## config.mk

```make
export PLATFORM = sky130hd
export DESIGN_NAME = sweep_wave_gen
export DESIGN_NICKNAME = d
export VERILOG_FILES = /design/src/rtl/sweep_wave_gen.sv
export SDC_FILE = /design/constraint.sdc
export NUM_CORES = 1
export LEC_CHECK = 0
export ABC_AREA = 0
export BUFFER_PORTS_ARGS = -buffer_cell sky130_fd_sc_hd__buf_4
export CAP_MARGIN = 30
export CORE_ASPECT_RATIO = 1.2
export CORE_MARGIN = 4
export CORE_UTILIZATION = 30
export DETAILED_ROUTE_END_ITERATION = 10
export HOLD_SLACK_MARGIN = 0.05
export PLACE_DENSITY = 0.55
export SYNTH_ARGS = -nofsm -noshare
export SYNTH_HDL_FRONTEND = slang
export SYNTH_SLANG_ARGS = --single-unit
```

## constraint.sdc

```tcl
create_clock -name Sys_Clock -period 3.6 [get_ports Sys_Clock]
set_clock_uncertainty 0.2 [all_clocks]
set_input_delay 0.36 -clock Sys_Clock [delete_from_list [all_inputs] [get_ports Sys_Clock]]
set_output_delay 0.36 -clock Sys_Clock [all_outputs]
set_load 0.01 [all_outputs]
```

## src/rtl/sweep_wave_gen.sv

```systemverilog
// Multi-mode DAC waveform source: square (with optional half-period sweep), sawtooth,
// triangle (compiled in with WAVE_TRIANGLE_EN) and idle code, on a divided DA_Clock.
module sweep_wave_gen #(
  parameter int Data_Width        = 14,
  parameter int DA_Clock_Half_Div = 3,
  parameter int Max_Half_Period   = 5400,
  parameter int Min_Half_Period   = 54,
  parameter int Period_Step       = 54,
  parameter int Dwell             = 10000,
  parameter int Low_Code          = 0,
  parameter int High_Code         = 16383,
  parameter int Ramp_Step         = 2,
  parameter int Idle_Code         = 8192
) (
  input  logic                  Sys_Clock,
  input  logic                  nReset,
  input  logic                  Enable,
  input  logic [1:0]            Mode,
  input  logic                  Sweep,
  output logic                  DA_Clock,
  output logic [Data_Width-1:0] DA_Data,
  output logic                  Sweep_Wrap
);
  localparam int CW  = (DA_Clock_Half_Div > 1) ? $clog2(DA_Clock_Half_Div) : 1;
  localparam int PW  = $clog2(Max_Half_Period + 1);
  localparam int PW1 = PW + 1;
  localparam int LW  = (Dwell > 1) ? $clog2(Dwell) : 1;
  localparam int RW  = Data_Width;
  localparam int RW1 = RW + 1;

  localparam logic [CW-1:0]  DIV_LAST   = CW'(DA_Clock_Half_Div - 1);
  localparam logic [PW-1:0]  MAX_HP     = PW'(Max_Half_Period);
  localparam logic [PW-1:0]  STEP_P     = PW'(Period_Step);
  localparam logic [PW:0]    MIN1       = PW1'(Min_Half_Period);
  localparam logic [PW:0]    STEP1      = PW1'(Period_Step);
  localparam logic [LW-1:0]  DWELL_LAST = LW'(Dwell - 1);
  localparam logic [RW-1:0]  LOW_C      = RW'(Low_Code);
  localparam logic [RW-1:0]  HIGH_C     = RW'(High_Code);
  localparam logic [RW-1:0]  IDLE_C     = RW'(Idle_Code);
  localparam logic [RW:0]    LOW1       = RW1'(Low_Code);
  localparam logic [RW:0]    HIGH1      = RW1'(High_Code);
  localparam logic [RW:0]    RSTEP1     = RW1'(Ramp_Step);

  typedef enum logic [1:0] {
    M_SQUARE = 2'b00,
    M_SAW    = 2'b01,
    M_TRI    = 2'b10,
    M_IDLE   = 2'b11
  } mode_e;

  logic [CW-1:0] div_q, div_d;
  logic          clk_q, clk_d;
  logic [PW-1:0] hp_cnt_q, hp_cnt_d, active_q, active_d, target_q, target_d;
  logic          phase_q, phase_d;
  logic [LW-1:0] dwell_q, dwell_d;
  logic [RW-1:0] ramp_q, ramp_d, data_q, data_d;
  logic [RW:0]   ramp_sum;
  logic          wrap_q, wrap_d;
  mode_e         mode_q, mode_d;
  logic          tick;
`ifdef WAVE_TRIANGLE_EN
  logic          dir_q, dir_d;   // 0 = ramping up
`endif

  // a sample tick is the cycle in which DA_Clock falls
  assign tick = (div_q == DIV_LAST) && clk_q;

  always_comb begin
    div_d    = div_q;
    clk_d    = clk_q;
    hp_cnt_d = hp_cnt_q;
    phase_d  = phase_q;
    dwell_d  = dwell_q;
    ramp_d   = ramp_q;
    active_d = active_q;
    target_d = target_q;
    mode_d   = mode_q;
    data_d   = data_q;
    wrap_d   = 1'b0;
    ramp_sum = '0;
`ifdef WAVE_TRIANGLE_EN
    dir_d    = dir_q;
`endif
    if (div_q == DIV_LAST) begin
      div_d = '0;
      clk_d = ~clk_q;
    end else begin
      div_d = div_q + CW'(1);
    end

    if (tick) begin
      mode_d = mode_e'(Mode);
      // a mode change restarts the waveform; this tick already plays the new mode
      if (mode_d != mode_q) begin
        hp_cnt_d = '0;
        phase_d  = 1'b0;
        ramp_d   = LOW_C;
        dwell_d  = '0;
        active_d = target_q;
`ifdef WAVE_TRIANGLE_EN
        dir_d    = 1'b0;
`endif
      end
      ramp_sum = {1'b0, ramp_d} + RSTEP1;
      case (mode_d)
        M_SQUARE: begin
          data_d = phase_d ? HIGH_C : LOW_C;
          if (hp_cnt_d == active_d - PW'(1)) begin
            phase_d  = ~phase_d;
            hp_cnt_d = '0;
            active_d = target_q;
          end else begin
            hp_cnt_d = hp_cnt_d + PW'(1);
          end
          if (Sweep) begin
            if (dwell_d == DWELL_LAST) begin
              dwell_d = '0;
              if ({1'b0, target_q} < MIN1 + STEP1) begin
                target_d = MAX_HP;
                wrap_d   = 1'b1;
              end else begin
                target_d = target_q - STEP_P;
              end
            end else begin
              dwell_d = dwell_d + LW'(1);
            end
          end
        end
        M_SAW: begin
          data_d = ramp_d;
          if (ramp_sum > HIGH1) ramp_d = LOW_C;
          else                  ramp_d = ramp_sum[RW-1:0];
        end
`ifdef WAVE_TRIANGLE_EN
        M_TRI: begin
          data_d = ramp_d;
          if (!dir_d) begin
            if (ramp_sum >= HIGH1) begin
              ramp_d = HIGH_C;
              dir_d  = 1'b1;
            end else begin
              ramp_d = ramp_sum[RW-1:0];
            end
          end else begin
            if ({1'b0, ramp_d} < LOW1 + RSTEP1) begin
              ramp_d = LOW_C;
              dir_d  = 1'b0;
            end else begin
              ramp_d = ramp_d - RSTEP1[RW-1:0];
            end
          end
        end
`endif
        default: data_d = IDLE_C;
      endcase
    end

    // disabled: hold everything at its reset value
    if (!Enable) begin
      div_d    = '0;
      clk_d    = 1'b0;
      hp_cnt_d = '0;
      phase_d  = 1'b0;
      dwell_d  = '0;
      ramp_d   = LOW_C;
      active_d = MAX_HP;
      target_d = MAX_HP;
      mode_d   = M_IDLE;
      data_d   = IDLE_C;
      wrap_d   = 1'b0;
`ifdef WAVE_TRIANGLE_EN
      dir_d    = 1'b0;
`endif
    end
  end

  always_ff @(posedge Sys_Clock or negedge nReset) begin
    if (!nReset) begin
      div_q    <= '0;
      clk_q    <= 1'b0;
      hp_cnt_q <= '0;
      phase_q  <= 1'b0;
      dwell_q  <= '0;
      ramp_q   <= LOW_C;
      active_q <= MAX_HP;
      target_q <= MAX_HP;
      mode_q   <= M_IDLE;
      data_q   <= IDLE_C;
      wrap_q   <= 1'b0;
`ifdef WAVE_TRIANGLE_EN
      dir_q    <= 1'b0;
`endif
    end else begin
      div_q    <= div_d;
      clk_q    <= clk_d;
      hp_cnt_q <= hp_cnt_d;
      phase_q  <= phase_d;
      dwell_q  <= dwell_d;
      ramp_q   <= ramp_d;
      active_q <= active_d;
      target_q <= target_d;
      mode_q   <= mode_d;
      data_q   <= data_d;
      wrap_q   <= wrap_d;
`ifdef WAVE_TRIANGLE_EN
      dir_q    <= dir_d;
`endif
    end
  end

  assign DA_Clock   = clk_q;
  assign DA_Data    = data_q;
  assign Sweep_Wrap = wrap_q;

endmodule

```

* Yosys cells after proc, flatten, opt, wreduce, memory -nomap -nowiden *
Index checks and enable logic that the tools add are counted.

word-level totals
  logic and storage cells = 87
  flip-flop bits (word level) = 88
  input port bits = 6
  output and inout port bits = 16

operators by class
  equality and inequality tests = 10
  reductions and logical operators = 3
  bitwise operators = 2
  add/subtract/negate cells = 6
  multiplexer cells = 53
  $lt $le $gt $ge = 2

operator list
  kind                                                                               number
  13-bit two-way mux                                                                 18
  14-bit two-way mux                                                                 16
  14-bit case mux with 2 select lines                                                1
  14-bit by 2-bit adder with 15-bit output, second input constant                    1
  15-bit by 14-bit greater-than comparator with 1-bit output, second input constant  1
  14-bit by 1-bit adder with 14-bit output, second input constant                    1
  14-bit == test, second input constant                                              1
  1-bit two-way mux                                                                  14
  13-bit by 1-bit adder with 13-bit output, second input constant                    1
  13-bit == test                                                                     1
  13-bit by 7-bit < comparator with 1-bit output, second input constant              1
  13-bit by 1-bit subtractor with 13-bit output, second input constant               1
  13-bit by 6-bit subtractor with 13-bit output, second input constant               1
  2-bit by 1-bit != test with 1-bit output, second input constant                    5
  2-bit two-way mux                                                                  4
  4-bit AND reduction                                                                1
  2-bit by 1-bit adder with 2-bit output, second input constant                      1
  2-bit by 1-bit == test with 1-bit output, second input constant                    1
  2-bit == test, second input constant                                               1
  2-bit zero test                                                                    1
  2-bit != test                                                                      1
  1-bit inverter                                                                     2
  1-bit logical AND                                                                  1

* Logic depth before layout (Yosys ltp) *
  depth in word-level cells = 9
  gate-level depth with buffers = 17
  depth with buffers taken out = 12

* Least setup slack after synthesis *
No wires, ideal clock.

  path type = flip-flop to flip-flop
  start point = reg mode_q[1]
  end point = reg hp_cnt_q[5]
  cell stages (with the launch flop) = 15
  data required time = 3.274 ns
  data arrival time = 3.682 ns
  setup slack = -0.408 ns
  cells stage by stage = dfstp_2 xor2_1 nor2_1 clkbuf_1 buf_1 clkbuf_1 nand2_1 ha_1 or3b_2 o31ai_1 o2111ai_1 a2111oi_4 o211ai_2 and2_1 a221o_1

between the ends
  word-level cells in the longest chain between the ends = 9
  elaborated cells between the ends (all ways) = 12

ends and longest elaborated chain
  item                                           RTL line  source
  start: declaration                             59        mode_e mode_q, mode_d;
  start signal: assignment                       202       mode_q <= mode_d;
  2-bit != test (*)                              94        if (mode_d != mode_q) begin
  13-bit two-way mux                             94
  13-bit two-way mux                             91        if (tick) begin
  13-bit by 1-bit subtractor with 13-bit output  108       if (hp_cnt_d == active_d - PW'(1)) begin
  13-bit == test                                 108
  13-bit two-way mux                             108
  13-bit two-way mux (*)                         105       case (mode_d)
  13-bit two-way mux (*)                         91
  13-bit two-way mux (*)                         159       if (!Enable) begin
  end signal: assignment                         196       hp_cnt_q <= hp_cnt_d;
  end: declaration                               53        logic [PW-1:0] hp_cnt_q, hp_cnt_d, active_q, active_d, target_q, target_d;

Every way passes the cells marked *; elsewhere a longest branch is shown, timed or not. The select of a mux whose other input is x is not followed.
A chain may end at the register's enable or synchronous reset.

* Worst setup path in the final report *
  start point = reg mode_q[0]
  end point = reg hp_cnt_q[5]

Same word-level chain as after synthesis.

==> qor.txt <==
Synthesized net count: 619
Worst hold slack: 0.09255 ns
Root buf cell: clkbuf_16
Post-DR vias/cell: 5.664
CP Data Required Time: 3.64 ns
Logic pwr share: 12.3%
Hold Path Class: in2reg
Pint: 1.613 mW
Via count: 4899
Nets: 652
CP Launch Type: flop
Commonest cells post-synth: 74 x dfrtp_1, 65 x nand2_1, 48 x o21ai_0
CTS Buf Count: 9
RR Endpoint: hp_cnt_q[5]
Share of layout cells above drive strength 1: 19.22%
DR pass1 iterations: 5
Initial core utilization: 30.83%
Hold Crit Start: Enable
Storage cell area: 0.002193 sq mm
Largest net degree at the start of global routing: 40
Post-synthesis adder-cell area fraction: 1.381%
Simple-gate share of the synthesized area: 25.10%
Mapped Cells: 607
Power per cell area: 357.0 mW/mm^2
Post-synthesis cell type count: 71
Seq cells post-synth: 87
FMAX: 290.6 MHz
Register-to-register setup slack: 0.16 ns
Multi-input gate area: 0.003117 sq mm
DRT Wirelength: 15220 um
CTS tree: done
Hold Path Sink: DA_Clock
Unrepaired setup endpoints after global routing: yes
Fillers: 1822
Synth area leaders: dfrtp_1 34%, dfstp_2 6.3%, nand2_1 4.5%
Synth area leader: dfrtp_1
First-pass GRT wire length: 24880 um
Clk slew on worst S/H paths: 0.07 ns
CP Max Fanout: 7
Sequential-to-total area share from yosys stat: 40.34%
Main combinational cell family by area after synthesis: simple AND/OR/NAND/NOR gates
Design Area, Final: 0.006415 sq mm
Antenna-violating nets left: 0
Max Cap Viol: 0
Antenna violations before repair: 0
Ys async rst share: 100.0%
Wire per inst: 17.60 um
Syn. warnings: 0
Die area: 0.02035 sq mm
Net Sw Power: 676.6 uW
Area after DPL: 0.006015 sq mm
Sw Ratio: 29.54%
Gr ovfl total: 0
Antenna Diode Count: 0
Crit path time final: 3.441 ns
Number of synthesized flops with an enable pin: 0
Skew-Pair Late Insertion Delay: 0.36 ns
Reg2reg path depth: 11
Gpl congestion: 0.9284
Synth top area share: 34.05%
Status: finished, final reports clean
TritonCTS Sinks: 87
Setup Viol. Count Final: 0
Die H: 155.5 um
Worst IR Drop VDD: 0.2261 mV
I/O pin cnt: 22
Total power: 2.290 mW
DRT iter0 DRCs: 470
Hold path depth: 2
Critical path type: reg2reg
Sequential power share: 48.6%
H-tree depth: 3
Overall die width: 130.9 um
DR DRC count: 0
P_leak: 2.577 nW
Xor/xnor share of the synthesized area: 4.280%
Final slew viol count: 0
R2r startpoint: mode_q[0]
Fin util: 36.37%
Syn avg cell area: 8.958 sq um
Longest Clk Path Bufs: 2
Area Overhead vs Synth: 17.97%
CP endpoint kind: flop
Hold violation total from the final report: 0
Core Region: 0.01764 sq mm
Critical Path AT: 3.48 ns
Most used DFF post-synth: dfrtp_1
Gr usage total: 15.33%
Rel. slew slack: 52.08%
Cell Area, Synth: 0.005438 sq mm
Clock share of power: 39.1%
Number of global-route vias before repair: 4911
Most common cell in the netlist: dfrtp_1
IO Port Bufs: 21
HPWL after DPL: 11080 um
Crit share post-route: 95.59%
Least-Margin Pin Slew: 0.7173 ns
# rows: 53
Post-synthesis compound-gate area fraction: 22.69%
Mux contribution to synthesized area: 1.473%
[flip-flops by register name, summed over array words and instances (netlist names)]
name and flops:
dwell_q 14, mode_q 2, hp_cnt_q 13, Sweep_Wrap 1
DA_Clock 1, div_q 2, DA_Data 14, active_q 13
phase_q 1, target_q 12, ramp_q 14
[through the flow]
| step | setup slack, ns | instances | setup TNS (ns) |
|---|---|---|---|
| 3_5_place_dp | 0.04810 | 841 | 0 |
| 4_1_cts | 0.02218 | 858 | 0 |
| 3_3_place_gp | 0.09045 | 841 | 0 |
| 6_report | 0.1587 | 865 | 0 |
| 2_1_floorplan | -0.06370 | 607 | -0.3973 |
| 5_1_grt | -0.03312 | 865 | -0.04496 |
[layer usage]
layer | up-vias | share of wire (%) | global-route usage, %
li1 | 2340 | - | -
met1 | 2387 | 44 | 19.10
met2 | 141 | 50 | 25.47
met3 | 31 | 3.7 | 2.198
met4 | 0 | 2.7 | 7.937
met5 | - | 0 | 0
[worst max-delay path, stage by stage, from the launching register on]
cell and delay, ns:
dfstp_2 0.59, xnor2_2 0.15, nand2_2 0.17, a21oi_4 0.18, ha_4 0.14, or3b_4 0.38, o31ai_2 0.27, o2111ai_2 0.18
a2111oi_4 0.36, nand3_4 0.19, and4_1 0.25, a221o_1 0.26
[worst max-delay path by stage]
stage / from / to / slack [ns] / cells after the start
floorplan: mode_q[0] / hp_cnt_q[5] / -0.06 / 14
global placement: mode_q[0] / hp_cnt_q[5] / 0.09 / 12
detailed placement: mode_q[0] / hp_cnt_q[5] / 0.05 / 11
CTS: mode_q[0] / hp_cnt_q[5] / 0.02 / 11
global route: mode_q[1] / hp_cnt_q[5] / -0.03 / 11
finish: mode_q[0] / hp_cnt_q[5] / 0.16 / 11
[what timing repair did]
action	CTS	global route
setup endpoints to repair	0	36
resized for setup	0	10
endpoints found under the hold margin	36	0
hold buffers	1	0
buffers inserted	0	7
[power by group through the flow]
stage | Combinational, mW | Clock, mW | Sequential (mW)
floorplan | 0.224 | 0 | 1.08
global placement | 0.271 | 0 | 1.13
CTS | 0.276 | 0.921 | 1.11
finish | 0.281 | 0.897 | 1.11
global route | 0.317 | 0.952 | 1.12
detailed placement | 0.275 | 0 | 1.13
[cell type report]
cell class,instances,share of cell area (%)
inverters,19,1.112
flip-flops and latches,87,34.19
repair buffers,61,7.431
multi-input cells,462,48.59
clock inverters,7,0.8777
clock buffers,9,3.511
well taps,220,4.291
[cell families after synthesis]
| logic type | after synthesis |
|---|---|
| buffers and inverters | 58 |
| DFF | 87 |
| AOI/OAI and AO/OA | 177 |
| muxes | 8 |
| and+or+nand+nor | 246 |
| adders and majority gates | 6 |
| xor gates and xnor gates | 25 |
[layout by cell type, fill, tap and decap left out, drive strengths merged, types with 8 or more instances in the layout]
cell,Yosys,routed
nor2,25,25
nor3,16,16
a221o,9,9
and2,13,13
nand4,12,12
a21oi,24,24
inv,19,21
dfstp,13,13
clkbuf,25,9
nand3,35,35
a31oi,26,26
xor2,12,12
mux2i,8,8
o21ai,51,51
dfrtp,74,74
and3,22,22
buf,14,60
nand2,66,66
o31ai,10,10
nor4,10,10
nor2b,9,9
xnor2,12,12
(Power assumes the default switching activity.)
